`config.mk`:
```
export PLATFORM = sky130hd
export DESIGN_NAME = decode_hazard_ctrl
export DESIGN_NICKNAME = d
export VERILOG_FILES = /design/src/rtl/decode_pkg.sv /design/src/rtl/decode_regsel.sv /design/src/rtl/decode_hazard_ctrl.sv
export SDC_FILE = /design/constraint.sdc
export NUM_CORES = 1
export LEC_CHECK = 0
export BUFFER_PORTS_ARGS = -buffer_cell sky130_fd_sc_hd__buf_4
export CORE_ASPECT_RATIO = 0.7
export CORE_MARGIN = 8
export CORE_UTILIZATION = 47
export CTS_CLUSTER_DIAMETER = 50
export CTS_CLUSTER_SIZE = 8
export DETAILED_ROUTE_END_ITERATION = 8
export GPL_ROUTABILITY_DRIVEN = 0
export PLACE_DENSITY = 0.85
export REMOVE_ABC_BUFFERS = 1
export SLEW_MARGIN = 20
export SYNTH_ARGS = -nofsm -noshare
export SYNTH_HDL_FRONTEND = slang
export SYNTH_HIERARCHICAL = 1
export SYNTH_SLANG_ARGS = --single-unit
```
`constraint.sdc`:
```
create_clock -name clock -period 7.05 [get_ports clock]
set_clock_uncertainty 0.2 [all_clocks]
set_input_delay 1.0575 -clock clock [delete_from_list [all_inputs] [get_ports clock]]
set_output_delay 1.0575 -clock clock [all_outputs]
set_load 0.02 [all_outputs]
```
`src/rtl/decode_pkg.sv`:
```
// decode_pkg: shared definitions for the decode-stage hazard controller.
//   Opcode / aluop encodings, instruction field positions, fixed register
//   numbers, the X/M/W scoreboard entry and the mult/div FSM state type.
package decode_pkg;

  // Field layout: op[31:27] rd[26:22] rs[21:17] rt[16:12] aluop[6:2]
  localparam int OP_LSB    = 27;
  localparam int RD_LSB    = 22;
  localparam int RS_LSB    = 17;
  localparam int RT_LSB    = 12;
  localparam int ALUOP_LSB = 2;
  localparam int FIELD_W   = 5;
  localparam int REG_AW    = 5;

  localparam logic [FIELD_W-1:0] OP_RTYPE = 5'b00000;
  localparam logic [FIELD_W-1:0] OP_BNE   = 5'b00010;
  localparam logic [FIELD_W-1:0] OP_JAL   = 5'b00011;
  localparam logic [FIELD_W-1:0] OP_JR    = 5'b00100;
  localparam logic [FIELD_W-1:0] OP_ADDI  = 5'b00101;
  localparam logic [FIELD_W-1:0] OP_BLT   = 5'b00110;
  localparam logic [FIELD_W-1:0] OP_SW    = 5'b00111;
  localparam logic [FIELD_W-1:0] OP_LW    = 5'b01000;
  localparam logic [FIELD_W-1:0] OP_SETX  = 5'b10101;
  localparam logic [FIELD_W-1:0] OP_BEX   = 5'b10110;

  localparam logic [FIELD_W-1:0] ALUOP_MUL = 5'b00110;
  localparam logic [FIELD_W-1:0] ALUOP_DIV = 5'b00111;

  localparam logic [REG_AW-1:0] REG_LINK   = 5'd31;
  localparam logic [REG_AW-1:0] REG_STATUS = 5'd30;

  // One in-flight producer; valid=0 is a bubble.
  typedef struct packed {
    logic              valid;
    logic [REG_AW-1:0] dest;
    logic              is_load;
  } sb_entry_t;

  localparam int SB_ENTRY_W = $bits(sb_entry_t);
  localparam int SB_STAGES  = 3;  // X, M, W

  typedef enum logic {
    MD_IDLE = 1'b0,
    MD_BUSY = 1'b1
  } md_state_e;

endpackage

```
`src/rtl/decode_regsel.sv`:
```
// decode_regsel: combinational decode of the instruction in D.
//   insn, insn_valid      -> instruction and its valid flag
//   src_a/src_b           -> register-file read addresses (0 when unused)
//   uses_a/uses_b         -> source can hazard (nonzero register read)
//   dest                  -> destination register (0 = none)
//   is_load/is_md/is_div  -> lw, R-type mult/div, div flavour
module decode_regsel
  import decode_pkg::*;
#(
  parameter int REG_W  = 5,
  parameter int INSN_W = 32
) (
  input  logic [INSN_W-1:0] insn,
  input  logic              insn_valid,
  output logic [REG_W-1:0]  src_a,
  output logic [REG_W-1:0]  src_b,
  output logic              uses_a,
  output logic              uses_b,
  output logic [REG_W-1:0]  dest,
  output logic              is_load,
  output logic              is_md,
  output logic              is_div
);

  logic [FIELD_W-1:0] op, aluop;
  logic [REG_W-1:0]   rd, rs, rt;

  assign op    = insn[OP_LSB    +: FIELD_W];
  assign aluop = insn[ALUOP_LSB +: FIELD_W];
  assign rd    = insn[RD_LSB    +: REG_W];
  assign rs    = insn[RS_LSB    +: REG_W];
  assign rt    = insn[RT_LSB    +: REG_W];

  // shamt and the low two bits carry nothing the decoder needs
  logic unused_fields;
  assign unused_fields = ^{insn[11:7], insn[1:0]};

  always_comb begin
    src_a   = '0;
    src_b   = '0;
    dest    = '0;
    is_load = 1'b0;
    is_md   = 1'b0;
    is_div  = 1'b0;
    if (insn_valid) begin
      case (op)
        OP_RTYPE: begin
          src_a  = rs;
          src_b  = rt;
          dest   = rd;
          is_md  = (aluop == ALUOP_MUL) || (aluop == ALUOP_DIV);
          is_div = (aluop == ALUOP_DIV);
        end
        OP_ADDI: begin src_a = rs; dest = rd; end
        OP_LW:   begin src_a = rs; dest = rd; is_load = 1'b1; end
        // store data comes from the rd field
        OP_SW:   begin src_a = rs; src_b = rd; end
        OP_BNE,
        OP_BLT:  begin src_a = rd; src_b = rs; end
        OP_JR:   src_a = rd;
        OP_BEX:  src_a = REG_STATUS;
        OP_JAL:  dest = REG_LINK;
        OP_SETX: dest = REG_STATUS;
        default: ;
      endcase
    end
  end

  // $0 never hazards
  assign uses_a = (src_a != '0);
  assign uses_b = (src_b != '0);

endmodule

```
`src/rtl/decode_hazard_ctrl.sv`:
```
// decode_hazard_ctrl: decode-stage interlock and mult/div handshake.
//   clock, reset_n                 -> clock, async active-low reset
//   insn_d, insn_d_valid           -> instruction in D
//   branch_taken                   -> X resolved a taken branch; D/F squashed
//   ctrl_readRegA/B                -> register-file read addresses
//   stall, bubble_x                -> hold PC/F-D latch, load nop into D/X
//   md_start, md_is_div            -> start pulse and op type to mult/div unit
//   md_ready, md_exception         -> completion pulse and its exception flag
//   md_busy, md_exc_x              -> FSM busy, exception flag for insn now in X
// A 3-deep scoreboard (X, M, W) shadows destinations of in-flight insns.
module decode_hazard_ctrl
  import decode_pkg::*;
#(
  parameter int HAS_BYPASS = 1,
  parameter int REG_W      = 5,
  parameter int INSN_W     = 32
) (
  input  logic              clock,
  input  logic              reset_n,
  input  logic [INSN_W-1:0] insn_d,
  input  logic              insn_d_valid,
  input  logic              branch_taken,
  output logic [REG_W-1:0]  ctrl_readRegA,
  output logic [REG_W-1:0]  ctrl_readRegB,
  output logic              stall,
  output logic              bubble_x,
  output logic              md_start,
  output logic              md_is_div,
  input  logic              md_ready,
  input  logic              md_exception,
  output logic              md_busy,
  output logic              md_exc_x
);

  logic [REG_W-1:0] src_a, src_b, dest;
  logic             uses_a, uses_b, is_load, is_md, is_div;

  decode_regsel #(.REG_W(REG_W), .INSN_W(INSN_W)) u_regsel (
    .insn       (insn_d),
    .insn_valid (insn_d_valid),
    .src_a      (src_a),
    .src_b      (src_b),
    .uses_a     (uses_a),
    .uses_b     (uses_b),
    .dest       (dest),
    .is_load    (is_load),
    .is_md      (is_md),
    .is_div     (is_div)
  );

  assign ctrl_readRegA = src_a;
  assign ctrl_readRegB = src_b;

  // [0]=X, [1]=M, [2]=W
  sb_entry_t [SB_STAGES-1:0] sb_q, sb_d;
  md_state_e                 state_q, state_d;
  logic                      exc_q, exc_d;
  logic                      stall_c, bubble_c, start_c, haz;

  function automatic logic src_hit(sb_entry_t e, logic [REG_W-1:0] src, logic used);
    return used && e.valid && (e.dest == src);
  endfunction

  always_comb begin
    haz = 1'b0;
    if (HAS_BYPASS != 0) begin
      // only a load in X cannot be forwarded in time
      haz = sb_q[0].valid && sb_q[0].is_load &&
            (src_hit(sb_q[0], src_a, uses_a) || src_hit(sb_q[0], src_b, uses_b));
    end else begin
      for (int s = 0; s < SB_STAGES; s++) begin
        if (src_hit(sb_q[s], src_a, uses_a) || src_hit(sb_q[s], src_b, uses_b))
          haz = 1'b1;
      end
    end
  end

  always_comb begin
    state_d  = state_q;
    stall_c  = 1'b0;
    bubble_c = 1'b0;
    start_c  = 1'b0;
    exc_d    = 1'b0;
    if (branch_taken) begin
      // D is squashed, so any mult/div waiting there is abandoned too
      bubble_c = 1'b1;
      state_d  = MD_IDLE;
    end else if (state_q == MD_BUSY) begin
      stall_c  = ~md_ready;
      bubble_c = ~md_ready;
      if (md_ready) begin
        state_d = MD_IDLE;
        exc_d   = md_exception;
      end
    end else if (is_md && !haz) begin
      start_c  = 1'b1;
      stall_c  = 1'b1;
      bubble_c = 1'b1;
      state_d  = MD_BUSY;
    end else begin
      stall_c  = haz;
      bubble_c = haz;
    end
  end

  always_comb begin
    sb_d[2]         = sb_q[1];
    sb_d[1]         = sb_q[0];
    sb_d[0].valid   = insn_d_valid && !stall_c && !branch_taken && (dest != '0);
    sb_d[0].dest    = dest;
    sb_d[0].is_load = is_load;
  end

  always_ff @(posedge clock or negedge reset_n) begin
    if (!reset_n) begin
      state_q <= MD_IDLE;
      sb_q    <= '0;
      exc_q   <= 1'b0;
    end else begin
      state_q <= state_d;
      sb_q    <= sb_d;
      exc_q   <= exc_d;
    end
  end

  // Held low while reset is asserted so nothing leaks out mid-reset.
  assign stall     = stall_c  & reset_n;
  assign bubble_x  = bubble_c & reset_n;
  assign md_start  = start_c  & reset_n;
  assign md_is_div = start_c  & is_div & reset_n;
  assign md_busy   = (state_q == MD_BUSY);
  assign md_exc_x  = exc_q;

endmodule

```
==> out/results.ini, run 1 <==
[outcome]
status=complete, no violations

[route]
routedLengthMet1_um=1388
drtIter0Drc=119
vias=1105
met2_length_um=1497
wl_um=3197
drc_errors=0
first_pass_iters=4
top_layer=met4
wl_met3_um=290
avgRoutedWirePerCell_um=17.57
ant_nets=0
viasPerCell=6.071

[clock_network]
cts_tree=yes
cts_setup_buffers=0
cts_resized=0
clock_path_buffers=2
cts_root_buffer=clkbuf_4
cts_htree_levels=1
cts-hold-fix-buffers=0
cts.clk_slew.worst_paths_ns=0.07
numCtsBuffers=3
insertion_delay_ns=0.26
clock-sinks=9

[synth]
syn_avg_cell_area_sq_um=8.133
synth_top_family_by_area=simple AND/OR/NAND/NOR gates
synth_xor_area_frac=0.09447
synth_ff_type=dfrtp_1
synth_mux_area_frac=0.01080
synth-edff-count=0
synthArstFlopShare=1.000
ys_ff_latch=9
synth_compound_area_frac=0.2632
ys_seq_area_frac=0.2429
synth_cells=114
ys_warn_count=6
netlist_area_sq_um=927.1
yosysUniqueCellTypes=47
yosys.area_share.simple=0.3536
synthAdderAreaFrac=0

[sta]
fin_crit_sh=0.6629
final.setup.tns_ns=0
drv_slew=0
max_slew_margin=0.4857
tightest_slew_ns=0.7607
max_freq_mhz=214.0
post-route-min-period_ns=4.673
rsz0062_at_grt=false
holdWs_ns=0.4145
setup_viol_count_final=0
hold_violations=0

[worst_setup_path]
critPathCaptureType=output pin
crit_path_start_kind=input port
rr_worst_depth=4
arrival_ns=3.42
r2r-end=md_busy
crit_fanout=9
critPathRequiredTime_ns=5.79
crit_type=in -> out
r2r-start=sb_d[9]
reg2reg_setup_slack_ns=5.51

[floorplan]
die_w_um=69.09
rows=13
core_sq_um=1854
start_util=0.5000
die_height_um=53.16
ios=54
die_area_sq_um=3673

[pwr]
leakage_nw=0.5509
ir_drop_mv=0.09200
powerDensity_nw_per_um2=108.0

[min_path]
hp-class=in -> async

[global_route]
grtUsageTotal=0.1669
grt_pass1_wl_um=5085
grt_pass1_vias=1070
grt_start_max_net_pins=16
overflow=0
antenna_found_initial=0

[finish]
num_antenna_cells=0
area_growth_pct=40.35
nNetsFinal=199
layout-drive-gt1-share=0.3500

[run]
max-cap-violations=0

[placed_design]
port_buffers=46
dpl.hpwl_um=2708

==> layout by cell type, fill, tap and decap left out, types with 2 or more instances in the layout <==
| cell type | Yosys | final |
|---|---|---|
| nor3_1 | 5 | 5 |
| a21boi_0 | 5 | 5 |
| nand4_1 | 4 | 4 |
| nor3b_1 | 3 | 3 |
| nand2_1 | 12 | 12 |
| clkbuf_4 | 0 | 3 |
| a221oi_1 | 3 | 3 |
| a22oi_1 | 6 | 6 |
| dfrtp_1 | 9 | 9 |
| nor2_1 | 6 | 6 |
| or4_1 | 2 | 2 |
| nor2b_1 | 7 | 7 |
| xnor2_1 | 10 | 10 |
| a21oi_1 | 5 | 5 |
| buf_4 | 0 | 46 |
| o21ai_0 | 3 | 3 |
==> Yosys cell counts (all sizes together) (2+ instances only) <==
master | n | area [sq um]
nand2 | 12 | 45.04
xnor2 | 10 | 87.58
dfrtp | 9 | 225.2
nor2b | 7 | 43.79
a21oi | 6 | 33.78
a22oi | 6 | 45.04
nor2 | 6 | 22.52
a21boi | 5 | 37.54
nor3 | 5 | 25.02
o21ai | 5 | 28.77
a221oi | 4 | 41.29
nand4 | 4 | 25.02
buf | 3 | 21.27
nor3b | 3 | 22.52
or4 | 3 | 26.27
and3 | 2 | 17.52
inv | 2 | 7.500
or3 | 2 | 17.52
==> metal layers <==
layer,vias up,global-route usage
met5,-,0
met4,0,0.04746
met3,4,0.05597
met2,64,0.2824
met1,509,0.2000
li1,528,-
==> how the worst max path moves through the flow <==
| stage | depth (start not counted) | slack (ns) | from | end |
|---|---|---|---|---|
| 6_report | 10 | 2.38 | insn_d[31] | stall |
| 5_1_grt | 10 | 2.22 | insn_d[31] | stall |
| 4_1_cts | 10 | 2.45 | insn_d[31] | stall |
| 3_5_place_dp | 10 | 2.45 | insn_d[31] | stall |
| 3_3_place_gp | 10 | 2.54 | insn_d[31] | stall |
| 2_1_floorplan | 8 | 2.65 | insn_d[27] | bubble_x |
==> cell type report <==
| cell class | instances | area (sq um) |
|---|---|---|
| multi-input combinational | 99 | 669.4 |
| clock buffer | 4 | 26.28 |
| fill | 149 | 553.0 |
| timing repair buffer | 46 | 345.3 |
| tap | 22 | 27.53 |
| sequential | 9 | 225.2 |
| inverter | 2 | 7.507 |
==> kinds of logic after synthesis <==
logic type / Yosys count
buffers and inverters: 6
XOR/XNOR: 10
multiplexers: 1
AO/OA/AOI/OAI: 33
flip-flops: 9
AND/OR/NAND/NOR: 55
==> critical path: stages <==
cell and delay, ns:
buf_4 0.14, or2_1 0.27, nor3_1 0.53, a221oi_1 0.22
nor2b_1 0.26, xnor2_1 0.14, nand4_1 0.14, o22ai_1 0.31
o311a_1 0.20, buf_4 0.14
==> stage by stage <==
| step | worst slack (ns) | utilization | power [mW] | std cells | instance area, sq um |
|---|---|---|---|---|---|
| 3_5_place_dp | 2.451 | 0.6876 | 0.09963 | 178 | 1275 |
| 6_report | 2.377 | 0.7018 | 0.1406 | 182 | 1301 |
| 2_1_floorplan | 2.652 | - | 0.07434 | 110 | 902.1 |
| 5_1_grt | 2.216 | 0.7018 | 0.1475 | 182 | 1301 |
| 4_1_cts | 2.453 | 0.7018 | 0.1399 | 182 | 1301 |
| 3_3_place_gp | 2.537 | 0.6876 | 0.09806 | 178 | 1275 |
==> state kept, by name, indices dropped and copies added, names as in the netlist <==
register  count
md_busy       1
md_exc_x      1
sb_d          7
==> power by group <==
group | switching (mW) | internal [mW] | total (mW)
Combinational | 0.0223 | 0.0231 | 0.0454
Clock | 0.0195 | 0.0218 | 0.0414
Sequential | 0.00106 | 0.0527 | 0.0538
Total | 0.0429 | 0.0977 | 0.141
(Power assumes the default switching activity.)
==> run 2: changes to the inputs <==
CORE_UTILIZATION = 39   (was 47)
PLACE_DENSITY = 0.76   (was 0.85)
clock period = 4.2 ns   (was 7.05 ns; I/O delays follow)
==> out/results.ini, run 2 (synthesized netlist as in run 1, its figures left out) <==
[global_route]
antenna_found_initial=0
grt_pass1_vias=1075
overflow=0
grt_start_max_net_pins=16
grt_pass1_wl_um=5161
grtUsageTotal=0.1527

[route]
top_layer=met4
drc_errors=0
ant_nets=0
wl_met3_um=323
vias=1098
drtIter0Drc=171
routedLengthMet1_um=1339
avgRoutedWirePerCell_um=16.87
first_pass_iters=4
wl_um=3273
viasPerCell=5.660
met2_length_um=1600

[finish]
fin_util=0.6032
largest_register_ff_count=7
area_growth_pct=43.59
final_common_cell=buf_4
most-common-layout-cells=47 x buf_4, 12 x nand2_1, 10 x xnor2_1, 9 x dfrtp_1, 7 x nor2b_1
nNetsFinal=201
num_antenna_cells=0
layout-drive-gt1-share=0.3519
n_fill_cell=222

[floorplan]
rows=14
die_height_um=56.80
start_util=0.4201
die_w_um=74.28
ios=54
die_area_sq_um=4218
core_sq_um=2207

[sta]
post-route-min-period_ns=3.867
fin_crit_sh=0.9207
drv_slew=0
max_slew_margin=0.4814
setup_viol_count_final=0
final.setup.tns_ns=0
hold_violations=0
max_freq_mhz=258.6
tightest_slew_ns=0.7708
rsz0062_at_grt=false

[run]
max-cap-violations=0

[worst_setup_path]
crit_type=in -> out
crit_fanout=9
arrival_ns=3.04
cpMaxStageDelayCell=nor3_1
crit_path_start_kind=input port
crit_top_cell=buf_4
worstPathCellList=buf_4 > or2_1 > nor3_1 > a221oi_1 > nor2b_1 > xnor2_1 > nand4_1 > o22ai_1 > o311a_1 > buf_4
critPathRequiredTime_ns=3.37
slowest_delay_ns=0.58
critPathCaptureType=output pin

[clock_network]
cts_tree=yes
clock-sinks=9
cts.clk_slew.worst_paths_ns=0.05
clock_path_buffers=2
insertion_delay_ns=0.25
cts_setup_buffers=0
cts_htree_levels=1
numCtsBuffers=3
cts_root_buffer=clkbuf_4

[pwr]
leakage_nw=0.5605
ir_drop_mv=0.1302
powerDensity_nw_per_um2=173.7

[min_path]
hp-class=in -> reg

[placed_design]
port_buffers=46
dpl.hpwl_um=2755

[outcome]
status=complete, no violations

run 2: worst max-delay path, delay by kind of cell:
kind                      cells  cell delay (ns)
buffers and inverters         2             0.28
xor gates and xnor gates      1             0.17
and+or+nand+nor               4             1.29
AOI/OAI and AO/OA             3             0.67
run 2: what timing repair did:
item | 4_1_cts | 5_1_grt
resized for setup | 0 | 0
endpoints found under the hold margin | 9 | 0
hold buffers | 1 | 0
run 2: power by group:
part           switching [mW]  total [mW]  leakage, nW  internal (mW)
Sequential            0.00174      0.0903        0.125         0.0886
Clock                  0.0272      0.0636       0.0150         0.0364
Combinational          0.0377      0.0773        0.421         0.0396
run 2: metal layers:
layer,vias up,GRT usage
met4,0,0.02500
met2,52,0.2625
met1,509,0.1900
met3,3,0.03186
li1,534,-
met5,-,0
run 2: final cells by class:
| class | count | area, sq um | area share |
|---|---|---|---|
| flip-flops and latches | 9 | 225.2 | 0.1692 |
| well taps | 32 | 40.04 | 0.03008 |
| clock buffers | 4 | 26.28 | 0.01974 |
| repair buffers | 48 | 362.8 | 0.2726 |
| inverters | 2 | 7.507 | 0.005639 |
| multi-input cells | 99 | 669.4 | 0.5028 |
run 2: final timing paths:
check | startpoint | endpoint | slack [ns] | depth (start not counted)
max | insn_d[31] | stall | 0.33 | 10
min reg2reg | md_busy | md_busy | 0.46 | 2
min | md_ready | md_busy | 0.39 | 2
min in group asynchronous | reset_n | sb_d[13] | 0.54 | 2
max in group asynchronous | reset_n | md_exc_x | 3.12 | 2
max reg2reg | sb_d[8] | md_busy | 2.68 | 4
run 2: stage by stage:
step | total power, mW | setup slack [ns] | hold slack, ns | std cells | instance area, sq um
6_report | 0.2312 | 0.3329 | 0.3864 | 194 | 1331
5_1_grt | 0.2458 | 0.09741 | 0.3920 | 194 | 1331
3_5_place_dp | 0.1677 | 0.3910 | 0.2636 | 189 | 1295
4_1_cts | 0.2335 | 0.3918 | 0.3795 | 194 | 1331
3_3_place_gp | 0.1647 | 0.4714 | 0.2598 | 189 | 1295
2_1_floorplan | 0.1248 | 0.6572 | 0.1344 | 110 | 902.1
==> run 3: changes to the inputs <==
ABC_AREA = 1   (was not set)
CORE_UTILIZATION = 41   (was 39)
REMOVE_ABC_BUFFERS = not set   (was 1)
==> out/results.ini, run 3 <==
[outcome]
status=complete, no violations

[floorplan]
die_w_um=77.13
core_sq_um=2477
ios=54
die_height_um=58.79
die_area_sq_um=4534
start_util=0.4328
rows=15

[sta]
tightest_slew_ns=0.3662
rsz0062_at_grt=false
max_freq_mhz=285.1
max_slew_margin=0.7527
fin_crit_sh=0.8352
final.setup.tns_ns=0
post-route-min-period_ns=3.508
setup_viol_count_final=0
hold_violations=0
holdWs_ns=0.01857
drv_slew=0

[synth]
yosysTopAreaCellShare=0.2275
netlist_area_sq_um=1072
syn_avg_cell_area_sq_um=5.416
synth-edff-count=0
synth_ff_type=dfrtp_1
ys_ff_latch=9
synth.most_common_cell=nand2_1
synthArstFlopShare=1.000
ys_warn_count=6
synth_cells=198
synth_commonest_cells=65 x nand2_1, 37 x inv_1, 28 x nor2_1
yosys.area.top_type=nand2_1
yosysUniqueCellTypes=24
ys_seq_area_frac=0.2100
synthTopCellsByArea=nand2_1 23%, dfrtp_1 21%, inv_1 13%, nor2_1 9.8%, a21oi_1 5.1%
syn_nets=236

[finish]
layout-drive-gt1-share=0.2874
final_common_cell=nand2_1
n_fill_cell=273
seq_area_sq_um=225.2
nNetsFinal=286
area_growth_pct=40.02
fin_util=0.6061
largest_register_ff_count=7
most-common-layout-cells=65 x nand2_1, 46 x buf_4, 37 x inv_1, 28 x nor2_1
multi_input_area_sq_um=681.9
num_antenna_cells=0

[placed_design]
port_buffers=46
dpl.hpwl_um=2651

[global_route]
grt_start_max_net_pins=13
grtUsageTotal=0.1459
grt_pass1_wl_um=5506
antenna_found_initial=0
grt_pass1_vias=1272
overflow=0

[worst_setup_path]
cpMaxStageDelayCell=nor2_1
r2r-end=md_busy
crit_type=in -> out
arrival_ns=2.68
r2r-start=sb_d[9]
slowest_delay_ns=0.23
reg2reg_setup_slack_ns=2.78
critPathCaptureType=output pin
crit_start=insn_d[30]
worstPathCellList=buf_4 > nor2_1 > nand3_2 > nand2_2 > nor2_2 > o21ai_2 > inv_1 > nor2_1 > inv_1 > nand2_1 > nand2_1 > nor2_1 > nand3_1 > nand2_1 > nand2_2 > nand3_2 > nand2_2 > nor2_2 > buf_4
crit_fanout=6
crit_path_start_kind=input port
critPathRequiredTime_ns=3.37
rr_worst_depth=8
worstSetupEndpoint=bubble_x

[clock_network]
insertion_delay_ns=0.23
cts_htree_levels=1
cts_setup_buffers=0
clock_path_buffers=2
cts.clk_slew.worst_paths_ns=0.04
cts_tree=yes
cts-hold-fix-buffers=0
clock-sinks=9
cts_root_buffer=clkbuf_8
cts_resized=0
numCtsBuffers=3

[pwr]
powerDensity_nw_per_um2=183.3
ir_drop_mv=0.2518
leakage_nw=0.8616

[route]
avgRoutedWirePerCell_um=11.05
first_pass_iters=4
viasPerCell=4.641
vias=1304
drc_errors=0
wl_um=3106
drtIter0Drc=74
ant_nets=0

[run]
max-cap-violations=0

[min_path]
hp-class=in -> async

run 3: worst min path at each step:
stage          startpoint  endpoint  cells past startpoint
6_report          reset_n   sb_d[8]                      1
5_1_grt           reset_n   sb_d[9]                      1
4_1_cts           reset_n  md_exc_x                      1
3_5_place_dp      reset_n  md_exc_x                      1
3_3_place_gp      reset_n   md_busy                      1
2_1_floorplan     reset_n   md_busy                      0
run 3: power by group:
part           total (mW)  leakage [nW]  internal, mW  switching (mW)
sequential         0.0907         0.125        0.0891         0.00162
combinational      0.0834         0.714        0.0373          0.0461
clock               0.101        0.0228        0.0662          0.0350
total               0.275         0.862         0.193          0.0827
run 3: stage by stage:
stage	std cells	area [sq um]	setup WS [ns]	power, mW
floorplan	198	1072	0.8934	0.1338
global placement	277	1456	0.7636	0.1745
detailed placement	277	1456	0.7336	0.1753
CTS	281	1501	0.7239	0.2765
global route	281	1501	0.4137	0.2961
finish	281	1501	0.6920	0.2753
run 3: routing by layer:
metal	wire length, um	vias up	GRT usage
li1	-	708	-
met1	1482	547	0.1811
met2	1323	47	0.2356
met3	292	2	0.05775
met4	8	0	0.02406
met5	0	-	0
run 3: layout make-up:
cell class	instances	area share
Tap cell	34	0.02833
Multi-Input combinational cell	145	0.4542
Clock buffer	4	0.03000
Sequential cell	9	0.1500
Timing Repair Buffer	46	0.2300
Inverter	43	0.1075
run 3: worst max-delay path: cells and delay by family:
| kind | cells | cell delay [ns] |
|---|---|---|
| AO/OA/AOI/OAI | 1 | 0.13 |
| AND/OR/NAND/NOR | 14 | 1.53 |
| buffers and inverters | 4 | 0.37 |
run 3: kinds of logic after synthesis:
group,synth area share
compound gates,0.1622
buf+inv,0.1540
flops,0.2100
simple gates,0.4737
